`src/rtl/level_timer_ctl.sv`:
```
// level_timer_ctl: level countdown, move enable, BCD seconds timer, timeout and best-time tracking.
module level_timer_ctl #(
    parameter int TICK_DIV     = 40000000,
    parameter int COUNTDOWN_S  = 3,
    parameter int TIME_LIMIT_S = 99
) (
    input  logic       clk_40,
    input  logic       rst_n,
    input  logic       level_active,
    input  logic       finish_p1,
    input  logic       finish_p2,
    output logic       move_en,
    output logic [1:0] countdown,
    output logic [7:0] timer_bcd,
    output logic       timeout,
    output logic       level_done,
    output logic [7:0] best_bcd,
    output logic       best_valid
);
    localparam int PW = TICK_DIV > 1 ? $clog2(TICK_DIV) : 1;
    localparam logic [7:0] LIMIT_BCD = 8'((TIME_LIMIT_S / 10) * 16 + TIME_LIMIT_S % 10);

    typedef enum logic [2:0] {IDLE, COUNTDOWN, RUN, FINISHED, TIMEOUT} state_t;

    state_t        state, state_n;
    logic [PW-1:0] presc, presc_n;
    logic          la_q, tick, rise;
    logic [7:0]    tmr_inc, tmr_n, best_n;
    logic [1:0]    cd_n;
    logic          move_n, to_n, done_n, bv_n;

    assign tick    = presc == PW'(TICK_DIV - 1);
    assign rise    = level_active & ~la_q;
    assign tmr_inc = timer_bcd[3:0] == 4'd9 ? {timer_bcd[7:4] + 4'd1, 4'd0}
                                            : {timer_bcd[7:4], timer_bcd[3:0] + 4'd1};

    always_comb begin
        state_n = state;
        presc_n = tick ? '0 : presc + 1'b1;
        move_n  = move_en;
        cd_n    = countdown;
        tmr_n   = timer_bcd;
        to_n    = timeout;
        done_n  = 1'b0;
        best_n  = best_bcd;
        bv_n    = best_valid;
        // Losing the level outranks tick and finish in every active state.
        if (state != IDLE && !level_active) begin
            state_n = IDLE;
            move_n  = 1'b0;
            cd_n    = 2'd0;
            to_n    = 1'b0;
        end else begin
            case (state)
                IDLE: if (rise) begin
                    state_n = COUNTDOWN;
                    cd_n    = 2'(COUNTDOWN_S);
                    tmr_n   = 8'h00;
                    presc_n = '0;
                end
                COUNTDOWN: if (tick) begin
                    if (countdown > 2'd1) begin
                        cd_n = countdown - 2'd1;
                    end else begin
                        state_n = RUN;
                        cd_n    = 2'd0;
                        move_n  = 1'b1;
                        presc_n = '0;
                    end
                end
                RUN: if (finish_p1 && finish_p2) begin
                    state_n = FINISHED;
                    move_n  = 1'b0;
                    done_n  = 1'b1;
                    if (!best_valid || timer_bcd < best_bcd) begin
                        best_n = timer_bcd;
                        bv_n   = 1'b1;
                    end
                end else if (tick) begin
                    tmr_n = tmr_inc;
                    if (tmr_inc == LIMIT_BCD) begin
                        state_n = TIMEOUT;
                        to_n    = 1'b1;
                        move_n  = 1'b0;
                    end
                end
                default: ;
            endcase
        end
    end

    always_ff @(posedge clk_40) begin
        if (!rst_n) begin
            state      <= IDLE;
            presc      <= '0;
            la_q       <= 1'b0;
            move_en    <= 1'b0;
            countdown  <= 2'd0;
            timer_bcd  <= 8'h00;
            timeout    <= 1'b0;
            level_done <= 1'b0;
            best_bcd   <= 8'h00;
            best_valid <= 1'b0;
        end else begin
            state      <= state_n;
            presc      <= presc_n;
            la_q       <= level_active;
            move_en    <= move_n;
            countdown  <= cd_n;
            timer_bcd  <= tmr_n;
            timeout    <= to_n;
            level_done <= done_n;
            best_bcd   <= best_n;
            best_valid <= bv_n;
        end
    end
endmodule
```
`config.mk`:
```
export PLATFORM = sky130hd
export DESIGN_NAME = level_timer_ctl
export DESIGN_NICKNAME = d
export VERILOG_FILES = /design/src/rtl/level_timer_ctl.sv
export SDC_FILE = /design/constraint.sdc
export NUM_CORES = 1
export LEC_CHECK = 0
export CAP_MARGIN = 20
export CORE_ASPECT_RATIO = 1.75
export CORE_MARGIN = 1
export CORE_UTILIZATION = 40
export DETAILED_ROUTE_END_ITERATION = 16
export MAX_ROUTING_LAYER = met4
export PLACE_DENSITY = 0.66
export SYNTH_ARGS = -nofsm -noshare
export SYNTH_HDL_FRONTEND = slang
export SYNTH_SLANG_ARGS = --single-unit
```
`constraint.sdc`:
```
create_clock -name clk_40 -period 2.1 [get_ports clk_40]
set_input_delay 0.42 -clock clk_40 [delete_from_list [all_inputs] [get_ports clk_40]]
set_output_delay 0.42 -clock clk_40 [all_outputs]
set_load 0.01 [all_outputs]
```
==> metrics.md <==
| Metric | Value |
|---|---|
| Status | `complete, no violations` |
| Final nets | `roughly 370` |
| Clock Skew | `about 0.011 ns` |
| Total power | `2.05 mW` |
| Root Buffer | `clkbuf_8` |
| Min-Delay Path Depth | `2` |
| Clk Latency, worst-skew pair | `0.31 ns` |
| Worst vdd ir | `0.386 mV` |
| Final ANT Viol Nets | `0` |
| Top cells by area, synth | `dfxtp_1 39%, xor2_1 5.3%, nor2_1 5.1%, ha_1 4.7%, nand3_1 4.0%` |
| Clock-pin slew on the worst setup and hold paths | `0.10 ns` |
| Core box area | `around 6300 um2` |
| Layout cells sized above 1 | `11.4%` |
| Number of flops mapped to enable cells by yosys | `0` |
| CTS tree | `yes` |
| Port bufs | `26` |
| Number of max-cap violations | `0` |
| Register-to-register setup slack | `0.22 ns` |
| Routed WL per cell | `13.3 um` |
| H-tree levels | `2` |
| Synthesized area | `2640 um2` |
| Synthesized Nets | `320` |
| Largest fanout on the critical path | `8` |
| Critical Path RT | `2.30 ns` |
| Clk buf depth | `2` |
| DR vias | `between 2000 and 2500` |
| Vias in the first global route | `2204` |
| 1st-iter DRT viols | `84` |
| First-pass GRT wire length | `9720 um` |
| Syn avg cell area | `8.66 um2` |
| Die Ht | `110 um` |
| Final Critical Period | `1.88 ns` |
| Dpl cells | `~420` |
| Starting Density | `42.1%` |
| Total wire length | `approximately 5700 um` |
| Cells after Synth | `305` |
| Static Leak | `1.18 nW` |
| Most common cell in the netlist | `dfxtp_1` |
| Max Clk Rate | `approximately 530 MHz` |
| Crit end category | `flop` |
| Normalized max-slew margin | `about 64%` |
| WP data arrival | `~2.1 ns` |
| Number of diodes | `0` |
| Most frequent cells after synthesis | `52 x dfxtp_1, 36 x nor2_1, 21 x nand2_1, 21 x nand3_1, 16 x xor2_1` |
| GP Congestion | `0.853` |
| Initial antenna violation count | `0` |
| Worst Setup SP | `best_bcd[5]` |
| Drt pass-1 iters | `4` |
| Final period util | `89.7%` |
| Hold Buf Count CTS | `0` |
| Cell taking the most area after synthesis | `dfxtp_1` |
| Rows | `38` |
| Vias per cell | `5.24` |
| Layout Cells excl Fill | `431` |
| # IOs | `27` |
| Worst Reg2Reg Path Length in Cells | `9` |
| Die ar. | `6950 um2` |
| Synth Warn # | `0` |
| Die X | `63.4 um` |
| RR Startpoint | `best_bcd[5]` |
| CTS sink cnt | `52` |
| Power per cell area | `630 nW/um2` |
| Critical R2R Capture | `best_bcd[3]` |
| #FFs+latches synth | `52` |
| DRC | `0` |
| Sequential fraction of the synthesis area | `39.4%` |
| Final setup fails | `0` |
| Hold crit path type | `flop to flop` |
| TritonCTS Buffers | `5` |
| GRT overflow | `0` |
| Worst-Margin Slew | `around 0.54 ns` |
| FFs w/ async S/R, synth | `0%` |
| Capture point of the critical path | `best_bcd[3]` |
| Max-slew violation count | `0` |
| Unrepaired setup endpoints after global routing | `no` |
| Synth Flop Type | `dfxtp_1` |
| GRT Util Overall | `18.5%` |
| Hold Fails Final Rpt | `0` |
| Area Growth Syn to Fin | `23.1%` |
| Critical path type | `flop to flop` |
| Hpwl dp | `4350 um` |
| CP Launch Type | `flop` |
| Post-synth top area share | `39.4%` |
| Pin count of the biggest net entering global routing | `27` |
| Post-synthesis cell type count | `50` |
-- flip-flops by register name (all words and copies together) (netlist names), 2 cells and up --
signal	flops
best_bcd	8
timer_bcd	8
presc	26
countdown	2
state	3
-- how the worst min path moves through the flow --
| stage | from | to | slack (ns) |
|---|---|---|---|
| final | timeout | timeout | 0.45 |
| after global routing | timeout | timeout | 0.49 |
| after CTS | timeout | timeout | 0.46 |
| after detailed placement | timeout | timeout | 0.45 |
| after global placement | presc[0] | presc[0] | 0.44 |
| after floorplan | presc[0] | presc[0] | 0.43 |
-- cell usage in the layout (no fill, tap or decap), types with 7 or more instances in the layout --
cell type / synthesis / layout
nor2b_1: 8 / 8
clkdlybuf4s50_1: 0 / 26
xnor2_1: 9 / 9
xor2_1: 16 / 16
mux2i_1: 9 / 9
dfxtp_1: 52 / 52
nor3_1: 10 / 9
inv_1: 15 / 15
nand3_1: 21 / 21
buf_4: 2 / 21
and3_1: 10 / 10
a21oi_1: 7 / 7
ha_1: 10 / 10
nand4_1: 9 / 9
nand2_1: 21 / 21
nor2_1: 36 / 36
-- layout make-up --
type	instances	area, um2
repair buffers	49	458
fillers	633	3020
multi-input cells	227	1510
flip-flops and latches	52	1040
clock buffers	8	90.1
well taps	80	100
inverters	15	56.3
-- power by group --
part           total [mW]  internal, mW  leakage (nW)  switching (mW)
registers            1.04          1.02         0.420          0.0239
logic               0.416         0.180         0.711           0.236
clock network       0.589         0.270        0.0455           0.319
total                2.05          1.47          1.18           0.579
-- through the flow --
step	util [%]	instance area, um2	TNS (ns)	setup WS (ns)	hold WS (ns)
final	51.8	3250	0	0.215	0.452
after detailed placement	49.8	3120	-0.0456	-0.0258	0.447
after global routing	51.8	3250	0	0.0154	0.492
after global placement	49.8	3120	0	0.0146	0.440
after CTS	51.2	3210	0	0.0306	0.460
after floorplan	-	2640	0	0.165	0.429
-- what timing repair did --
action                                  4_1_cts  5_1_grt
endpoints found under the hold margin         0        0
setup buffers                                 0        2
gates resized for setup                       0        4
endpoints found under the setup margin        0       18
-- per-layer routing --
metal | part of all wire (%) | track usage [%] | up-vias
li1 | - | - | 1147
met1 | 40 | 18.1 | 1072
met2 | 55 | 34.7 | 35
met3 | 2.9 | 3.32 | 6
met4 | 1.8 | 8.44 | 0
met5 | 0 | - | -
-- worst max-delay path: stages (launching register included) --
cell and delay, ns:
dfxtp_1 0.36, inv_1 0.05, ha_1 0.28, a21o_1 0.19, a211oi_2 0.23, o211ai_2 0.13
a21oi_4 0.15, buf_12 0.15, mux2i_1 0.19, nor2b_1 0.06
-- cells by family after synthesis --
kind of cell / after synthesis / share of synthesized area (%)
flip-flops: 52 / 39.4
buffers and inverters: 26 / 4.45
AO/OA/AOI/OAI: 38 / 10.3
multiplexers: 9 / 3.41
adder cells (fa/ha/maj): 10 / 4.73
XOR/XNOR: 25 / 8.29
AND/OR/NAND/NOR: 145 / 29.5
Note: power is estimated with default switching activity, not from simulation.
